File: src/rtl/game_pkg.sv
// Shared game types and constants: player identities, attack-unit state encoding,
// board geometry and the LFSR seed.
package game_pkg;

  typedef enum logic [1:0] {
    NONE = 2'b00,
    P1   = 2'b01,
    P2   = 2'b10
  } player_t;

  typedef enum logic [1:0] {
    ST_IDLE,
    ST_AIM,
    ST_EXPIRED,
    ST_SHOT
  } atk_state_t;

  localparam int         BOARD_N   = 5;
  localparam logic [7:0] LFSR_SEED = 8'hA5;

endpackage

File: src/rtl/turn_attack_unit_lfsr8.sv
// Free-running 8-bit Fibonacci LFSR (taps 8,6,5,4); the seed is non-zero so the
// sequence never locks up.
module lfsr8 #(
  parameter logic [7:0] SEED = 8'hA5
) (
  input  logic       clk,
  input  logic       rst,
  output logic [7:0] value
);

  logic [7:0] q;

  // NOTE: sequential state uses non-blocking assignments so every register
  // samples the values from before the edge, independent of statement order.
  always_ff @(posedge clk or posedge rst) begin
    if (rst) q <= SEED;
    else     q <= {q[6:0], q[7] ^ q[5] ^ q[4] ^ q[3]};
  end

  assign value = q;

endmodule

File: src/rtl/turn_attack_unit.sv
// Per-turn attack engine beside the game-control FSM: cursor aiming, turn timer,
// timeout handling and LFSR-driven random shots.
module turn_attack_unit #(
  parameter int TURN_CYCLES = 750000000,
  parameter int BOARD_N     = game_pkg::BOARD_N,
  parameter int CW          = 3
) (
  input  logic          clk,
  input  logic          rst,
  input  logic          en_attack_p1,
  input  logic          en_attack_p2,
  input  logic          en_attack_random,
  input  logic          en_check,
  input  logic          btn_up,
  input  logic          btn_down,
  input  logic          btn_left,
  input  logic          btn_right,
  input  logic          btn_fire,
  output logic [CW-1:0] cursor_x,
  output logic [CW-1:0] cursor_y,
  output logic [CW-1:0] attack_x,
  output logic [CW-1:0] attack_y,
  output logic          attack_valid,
  output logic          end_attack_p1,
  output logic          end_attack_p2,
  output logic          timeout,
  output logic [1:0]    current_player
);
  import game_pkg::*;

  localparam int TW = (TURN_CYCLES > 1) ? $clog2(TURN_CYCLES) : 1;

  function automatic logic [CW-1:0] step_axis(input logic [CW-1:0] v,
                                              input logic inc, input logic dec);
    if (inc && !dec)      return (v == CW'(BOARD_N - 1)) ? '0 : v + CW'(1);
    else if (dec && !inc) return (v == '0) ? CW'(BOARD_N - 1) : v - CW'(1);
    else                  return v;
  endfunction

  function automatic logic [CW-1:0] fold(input logic [3:0] v);
    return CW'(int'(v) % BOARD_N);
  endfunction

  atk_state_t    state_q, state_d;
  player_t       player_q, player_d, req, shot_player;
  logic [CW-1:0] cur_x_q, cur_x_d, cur_y_q, cur_y_d;
  logic [CW-1:0] atk_x_q, atk_x_d, atk_y_q, atk_y_d, shot_x, shot_y;
  logic [TW-1:0] timer_q, timer_d;
  logic          valid_q, valid_d, end1_q, end1_d, end2_q, end2_d;
  logic          timeout_q, timeout_d, rnd_q;
  logic          start, shoot, rnd_rise;
  logic [7:0]    lfsr;

  lfsr8 #(.SEED(LFSR_SEED)) u_lfsr (
    .clk   (clk),
    .rst   (rst),
    .value (lfsr)
  );

  // Player 1 wins when both enables are (illegally) high together.
  assign req      = en_attack_p1 ? P1 : (en_attack_p2 ? P2 : NONE);
  // Random shots trigger on the first cycle of the request only, so a held
  // request never produces a second shot.
  assign rnd_rise = en_attack_random && !rnd_q;

  always_ff @(posedge clk or posedge rst) begin
    if (rst) begin
      state_q   <= ST_IDLE;
      player_q  <= NONE;
      cur_x_q   <= '0;
      cur_y_q   <= '0;
      atk_x_q   <= '0;
      atk_y_q   <= '0;
      timer_q   <= '0;
      valid_q   <= 1'b0;
      end1_q    <= 1'b0;
      end2_q    <= 1'b0;
      timeout_q <= 1'b0;
      rnd_q     <= 1'b0;
    end else begin
      state_q   <= state_d;
      player_q  <= player_d;
      cur_x_q   <= cur_x_d;
      cur_y_q   <= cur_y_d;
      atk_x_q   <= atk_x_d;
      atk_y_q   <= atk_y_d;
      timer_q   <= timer_d;
      valid_q   <= valid_d;
      end1_q    <= end1_d;
      end2_q    <= end2_d;
      timeout_q <= timeout_d;
      rnd_q     <= en_attack_random;
    end
  end

  always_comb begin
    // NOTE: every variable gets a default before the case so no path can
    // leave one unassigned and infer a latch.
    state_d     = state_q;
    player_d    = player_q;
    cur_x_d     = cur_x_q;
    cur_y_d     = cur_y_q;
    atk_x_d     = atk_x_q;
    atk_y_d     = atk_y_q;
    timer_d     = timer_q;
    timeout_d   = timeout_q;
    valid_d     = 1'b0;
    end1_d      = 1'b0;
    end2_d      = 1'b0;
    start       = 1'b0;
    shoot       = 1'b0;
    shot_x      = cur_x_q;
    shot_y      = cur_y_q;
    shot_player = player_q;

    case (state_q)
      ST_IDLE: begin
        if (req != NONE) start = 1'b1;
        else if (rnd_rise) begin
          shoot       = 1'b1;
          shot_x      = fold(lfsr[3:0]);
          shot_y      = fold(lfsr[7:4]);
          shot_player = P2;
        end
      end
      ST_AIM: begin
        cur_x_d = step_axis(cur_x_q, btn_right, btn_left);
        cur_y_d = step_axis(cur_y_q, btn_down, btn_up);
        if (timer_q != '0) timer_d = timer_q - TW'(1);
        // Fire on the last cycle of the turn still counts as a normal shot.
        if (btn_fire) shoot = 1'b1;
        else if (timer_q == '0) begin
          timeout_d = 1'b1;
          state_d   = ST_EXPIRED;
        end
      end
      ST_EXPIRED: begin
        if (rnd_rise) begin
          shoot  = 1'b1;
          shot_x = fold(lfsr[3:0]);
          shot_y = fold(lfsr[7:4]);
        end
      end
      ST_SHOT: begin
        // Player is held here while the FSM checks the result; only a hand-over
        // to the other side (human or automatic player 2) starts a new shot.
        if (req != NONE && req != player_q) start = 1'b1;
        else if (rnd_rise && player_q != P2) begin
          shoot       = 1'b1;
          shot_x      = fold(lfsr[3:0]);
          shot_y      = fold(lfsr[7:4]);
          shot_player = P2;
        end
      end
      default: state_d = ST_IDLE;
    endcase

    if (start) begin
      state_d  = ST_AIM;
      player_d = req;
      cur_x_d  = '0;
      cur_y_d  = '0;
      timer_d  = TW'(TURN_CYCLES - 1);
    end
    if (shoot) begin
      state_d   = ST_SHOT;
      player_d  = shot_player;
      atk_x_d   = shot_x;
      atk_y_d   = shot_y;
      valid_d   = 1'b1;
      end1_d    = (shot_player == P1);
      end2_d    = (shot_player == P2);
      timeout_d = 1'b0;
    end
  end

  assign cursor_x       = cur_x_q;
  assign cursor_y       = cur_y_q;
  assign attack_x       = atk_x_q;
  assign attack_y       = atk_y_q;
  assign attack_valid   = valid_q;
  assign end_attack_p1  = end1_q;
  assign end_attack_p2  = end2_q;
  assign timeout        = timeout_q;
  assign current_player = player_q;

endmodule

File: config.mk
export PLATFORM = sky130hd
export DESIGN_NAME = turn_attack_unit
export DESIGN_NICKNAME = d
export VERILOG_FILES = /design/src/rtl/game_pkg.sv /design/src/rtl/turn_attack_unit_lfsr8.sv /design/src/rtl/turn_attack_unit.sv
export SDC_FILE = /design/constraint.sdc
export NUM_CORES = 1
export LEC_CHECK = 0
export CORE_MARGIN = 3
export CORE_UTILIZATION = 40
export DETAILED_ROUTE_END_ITERATION = 6
export SETUP_SLACK_MARGIN = 0.02
export SLEW_MARGIN = 20
export SYNTH_ARGS = -nofsm -noshare
export SYNTH_HDL_FRONTEND = slang
export SYNTH_SLANG_ARGS = --single-unit
File: constraint.sdc
create_clock -name clk -period 3.1 [get_ports clk]
set_clock_uncertainty 0.1 [all_clocks]
set_input_delay 0.62 -clock clk [delete_from_list [all_inputs] [get_ports clk]]
set_output_delay 0.62 -clock clk [all_outputs]
set_load 0.005 [all_outputs]
# After elaboration in Yosys (flattened, before gate mapping)
# Index checks and enable logic that the tools add are counted.
[classes]
bitwise_logic = 3
n_eq_ne = 11
n_addsub = 5
n_div = 2
n_mux = 55
reduce_logical = 32
[op_table]
columns = ["cell", "n"]
rows = [
  ["2-to-1 mux 30 bit", 3],
  ["modulo 5 x 4 -> 32 bit, second input constant", 2],
  ["2-to-1 mux 3 bit", 20],
  ["logical NOT 30 bit", 1],
  ["nonzero test 30 bit", 1],
  ["subtractor 30 x 1 -> 30 bit, second input constant", 1],
  ["2-to-1 mux 2 bit", 13],
  ["case mux 3 bit (3 select lines)", 2],
  ["2-to-1 mux 1 bit", 14],
  ["nonzero test 2 bit", 6],
  ["nonzero test 3 bit", 4],
  ["logical AND 1 bit", 7],
  ["adder 3 x 1 -> 3 bit, second input constant", 2],
  ["equality test 2 bit, second input constant", 3],
  ["equality test 3 bit, second input constant", 2],
  ["logical NOT 3 bit", 2],
  ["AND reduction 2 bit", 3],
  ["AND reduction 3 bit", 2],
  ["subtractor 3 x 1 -> 3 bit, second input constant", 2],
  ["logical NOT 1 bit", 5],
  ["equality test 2 x 1 -> 1 bit, second input constant", 2],
  ["case mux 1 bit (4 select lines)", 1],
  ["case mux 2 bit (2 select lines)", 1],
  ["inequality test 3 x 1 -> 1 bit, second input constant", 1],
  ["6 further kinds", 8],
]
[word_totals]
out_inout_bits = 18
inputBits = 11
regBits = 59
word_cells = 121

# Logic depth before layout (Yosys ltp)
[logic_depth]
word_depth = 8
mapped_depth = 11
mapped_depth_nobuf = 11

# Modules after synthesis
# A second synthesis with hierarchy kept.
[hier_totals]
hier_cells = 388
hier_area_um2 = 3693.5
[by_module_without_submodules]
columns = ["module", "instances", "cells_each", "seq_area_each_um2", "area_each_um2"]
rows = [
  ["turn_attack_unit", 1, 376, 1276.2, 3458.3],
  ["lfsr8", 1, 12, 205.2, 235.2],
]

# Worst setup path before layout
# No wires, ideal clock.
[synth_timing]
kind = "reg2reg"
start = "register timer_q[7]"
end = "register timer_q[26]"
period_less_slack_ns = 2.570
setup_ns = 0.134
arrival_time_ns = 2.336
slack_ns = 0.530
n_path_buf = 0
t_required_ns = 2.866
stages_incl_launch_ff = 7
path_cell_list = "dfrtp_1 > or4_4 > or4_4 > or4_4 > nor3_2 > xnor2_1 > nand2_1"
[synth_between]
elab_chain_cells = 4
elab_cells_between_ends = 7
cone_classes = "add/sub (1); mux (3); reduce/logical (3)"
[synth_rtl]
columns = ["element", "line", "rtl"]
rows = [
  ["start, declared", "turn_attack_unit.sv:48", "logic [TW-1:0] timer_q, timer_d;"],
  ["start signal, assigned", "turn_attack_unit.sv:87", "timer_q <= timer_d;"],
  ["subtractor 30 x 1 -> 30 bit", "turn_attack_unit.sv:129", "if (timer_q != '0) timer_d = timer_q - TW'(1);"],
  ["2-to-1 mux 30 bit", "turn_attack_unit.sv:129", ""],
  ["2-to-1 mux 30 bit", "turn_attack_unit.sv:116", "case (state_q)"],
  ["2-to-1 mux 30 bit", "turn_attack_unit.sv:158", "if (start) begin"],
]
# Parallel ways exist; a longest one is shown, timed or not. The select of a mux whose other input is x is not followed.
# A chain may end at the register's enable or synchronous reset.

# Worst setup path in the final report
[layout_timing]
start = "register u_lfsr.q[2] (netlist: u_lfsr.value[2])"
end = "register atk_x_q[1] (netlist: attack_x[1])"
[layout_between]
elab_chain_cells = 4
elab_cells_between_ends = 6
cone_classes = "div (1); mux (5)"
[layout_rtl]
columns = ["element", "line", "rtl"]
rows = [
  ["start, declared", "turn_attack_unit_lfsr8.sv:11", "logic [7:0] q;"],
  ["start signal, assigned", "turn_attack_unit_lfsr8.sv:17", "else q <= {q[6:0], q[7] ^ q[5] ^ q[4] ^ q[3]};"],
  ["modulo 5 x 4 -> 32 bit *", "turn_attack_unit.sv:41", "return CW'(int'(v) % BOARD_N);"],
  ["2-to-1 mux 3 bit, on equally long branches", "turn_attack_unit.sv:148, turn_attack_unit.sv:119, turn_attack_unit.sv:138", ""],
  ["2-to-1 mux 3 bit, on equally long branches", "turn_attack_unit.sv:147, turn_attack_unit.sv:118", ""],
  ["case mux 3 bit (3 select lines) *", "turn_attack_unit.sv:116", ""],
  ["end signal, assigned", "turn_attack_unit.sv:85", "atk_x_q <= atk_x_d;"],
  ["end, declared", "turn_attack_unit.sv:47", "logic [CW-1:0] atk_x_q, atk_x_d, atk_y_q, atk_y_d, shot_x, shot_y;"],
]
# Mark *: on every way between the ends. The rest lies on a longest branch, timed or not.

==> impl_metrics.ini <==
[synthesis]
synthAdderAreaFrac = 0.0831
synth_compound_gate_area_share = 0.128
netlist_instances = 366
synth.area.mux_share = 0.0148
ys_async_sr_fraction = 1.00
ys.flop_type = dfrtp_1
yosysTopAreaCellShare = 0.398
synth_area_leaders = dfrtp_1 40%, ha_1 8.3%, nor2_1 5.0%
synth_area_per_cell_um2 = 9.46
ys_seq_elements = 59
synth_nets = 400
synth.yosys.warnings = 0
yosys.area_share.simple = 0.243
synth.distinct_cells = 51
synth_top_family_by_area = simple AND/OR/NAND/NOR gates
synth_xor_xnor_area_share = 0.0708
ys_seq_area_frac = 0.428
synth_area_um2 = 3460
synth_edf_count = 0
synth_top_cell_by_area = dfrtp_1

[grt]
grt_max_degree = 60
grt_first_pass_wirelength_um = 12500
antenna_found_initial = 0
gr-total-overflow = 0
grt_usage = 0.158
grt_pass1_vias = 2667

[floorplanning]
die_h_um = 99.0
rows = 33
design.core.area_um2 = 8300
design.die.area_um2 = 9810
die_w_um = 99.0
ios = 29
initial_core_util = 0.417

[final_layout]
insertedDiodeCount = 0
drive_gt1_frac = 0.110
nets = 438
areaGrowthSynthToFinish_pct = 18.4
stdcell_count = 514

[drt]
drc_errors = 0
drt-initial-drc-count = 115
avgRoutedWirePerCell_um = 14.3
drt_pass1_iterations = 4
drt-total-wl_um = 7330
drtAntennaViolNets = 0
num_vias = 2787
vias_per_cell = 5.42

[critical_path]
cp-start-kind = flop
end_kind = flop
worstPathRequired_ps = 3260
arrival_ps = 3000
path_class = flop to flop
crit_fanout = 5
r2r.worst_path.cells = 11

[placement]
hpwl_um = 5110
io_buffers = 27
dp_cells = 498
gp_congestion = 0.816

[timing]
period_minus_slack_ps = 2830
setup_viol = 0
hold_viol = 0
relSlewSlack = 0.400
finalSetupTns_ps = 0
slew_viol_final = 0
finalCritPeriodShare = 0.914
tightest_slew_ps = 898
rsz0062_at_grt = no
max_freq_ghz = 0.353

[status]
status = complete, no violations

[clock_tree]
hold_buffers = 0
cts-buffers-inserted = 9
cts_tree = yes
cts_resized = 0
root_buffer = clkbuf_8
path_clk_slew_ps = 70
cts_buffer_depth = 2
cts.sinks = 59
clock_latency_ps = 330
cts_setup_buffers = 0
htreeDepth = 3

[power]
p_leak_nw = 1.63
ir_drop_mv = 0.337
p_per_area_nw_per_um2 = 661

[min_path]
min_path_type = flop to flop
hold_path_depth = 0

[run]
max_cap_viol_count = 0
## registers in the layout (all words and copies together), names as in the netlist
register and count:
cursor_x 3, attack_x 3, timer_q 30, state_q 2, rnd_q 1, end_attack_p1 1, timeout 1, cursor_y 3
u_lfsr.value 8, end_attack_p2 1, attack_y 3, attack_valid 1, current_player 2
## routing by layer
metal  track usage  routed length, um
met4        0.0567                 99
met3        0.0389                282
met5             0                  0
met1         0.204               3570
met2         0.256               3380
## final cells by class
class / count / area, um2
fill: 778 / 4200
tap: 105 / 131
sequential: 59 / 1480
inverter: 21 / 78.8
timing repair buffer: 35 / 343
clock inverter: 2 / 10.0
multi-input combinational: 278 / 1880
clock buffer: 14 / 173
## final timing paths
kind	from	end	slack, ps
max in group asynchronous	rst	u_lfsr.value[7]$_DFF_PP1_	2030
worst max-delay path	u_lfsr.value[2]$_DFF_PP1_	attack_x[1]$_DFFE_PP0N_	270
min in group asynchronous	rst	timer_q[27]$_DFFE_PP0P_	560
worst min-delay path	u_lfsr.value[2]$_DFF_PP1_	u_lfsr.value[3]$_DFF_PP0_	330
worst min register to register	u_lfsr.value[2]$_DFF_PP1_	u_lfsr.value[3]$_DFF_PP0_	330
worst max register to register	u_lfsr.value[2]$_DFF_PP1_	attack_x[1]$_DFFE_PP0N_	270
## worst max-delay path, cell delays in order, from the launching register on
cell and delay (ps):
dfstp_2 560, inv_1 70, ha_1 190, nor2_1 180, nor3b_1 80, a311oi_1 410, ha_1 280, nand2b_1 60
a21boi_0 360, mux2i_1 240, a22oi_1 90, a21oi_1 150
## metrics by stage
stage | hold slack (ps) | power (W) | setup WS (ps) | util | cell area (um2)
6_report | 327 | 0.00271 | 266 | 0.494 | 4100
5_1_grt | 340 | 0.00292 | 36.6 | 0.494 | 4100
4_1_cts | 327 | 0.00276 | 264 | 0.494 | 4100
3_5_place_dp | 317 | 0.00209 | 284 | 0.472 | 3920
3_3_place_gp | 315 | 0.00206 | 346 | 0.472 | 3920
2_1_floorplan | 309 | 0.00164 | 530 | - | 3460
## where the power goes
part | switching, W | internal, W
logic | 0.000519 | 0.000498
registers | 0.000140 | 0.000904
clock network | 0.000294 | 0.000354
total | 0.000952 | 0.00176
## cell usage after synthesis (3+ instances only)
cell type	instances
a211oi_1	3
a21boi_0	3
a21oi_1	24
a221oi_1	4
a22oi_1	7
clkbuf_1	7
dfrtp_1	55
dfstp_2	4
ha_1	23
inv_1	21
mux2i_1	4
nand2_1	24
nand2b_1	8
nand4_1	4
nand4b_1	3
nor2_1	46
nor2b_1	8
nor3_1	15
nor3b_1	5
nor4_1	7
o21ai_0	12
or2_2	5
or3_1	4
or4_1	3
or4_4	5
xnor2_1	19
xor2_1	9
## logic make-up after synthesis
family | Yosys count
xor+xnor | 28
mux | 5
simple gates | 153
buf+inv | 29
fa+ha+maj | 23
compound gates | 69
flops | 59
## cells in the final DEF, fill, tap and decap left out, types with 4 or more instances in the layout
cell	netlist	layout
a21oi_1	24	24
a221oi_1	4	4
a22oi_1	7	7
buf_4	0	7
clkbuf_8	0	12
clkdlybuf4s50_1	0	27
dfrtp_1	55	55
dfstp_2	4	4
ha_1	23	23
inv_1	21	20
mux2i_1	4	4
nand2_1	24	24
nand2b_1	8	8
nand4_1	4	4
nor2_1	46	46
nor2b_1	8	8
nor3_1	15	14
nor3b_1	5	5
nor4_1	7	7
o21ai_0	12	11
or2_2	5	5
or3_1	4	4
or4_4	5	5
xnor2_1	19	19
xor2_1	9	9
(Power assumes the default switching activity.)
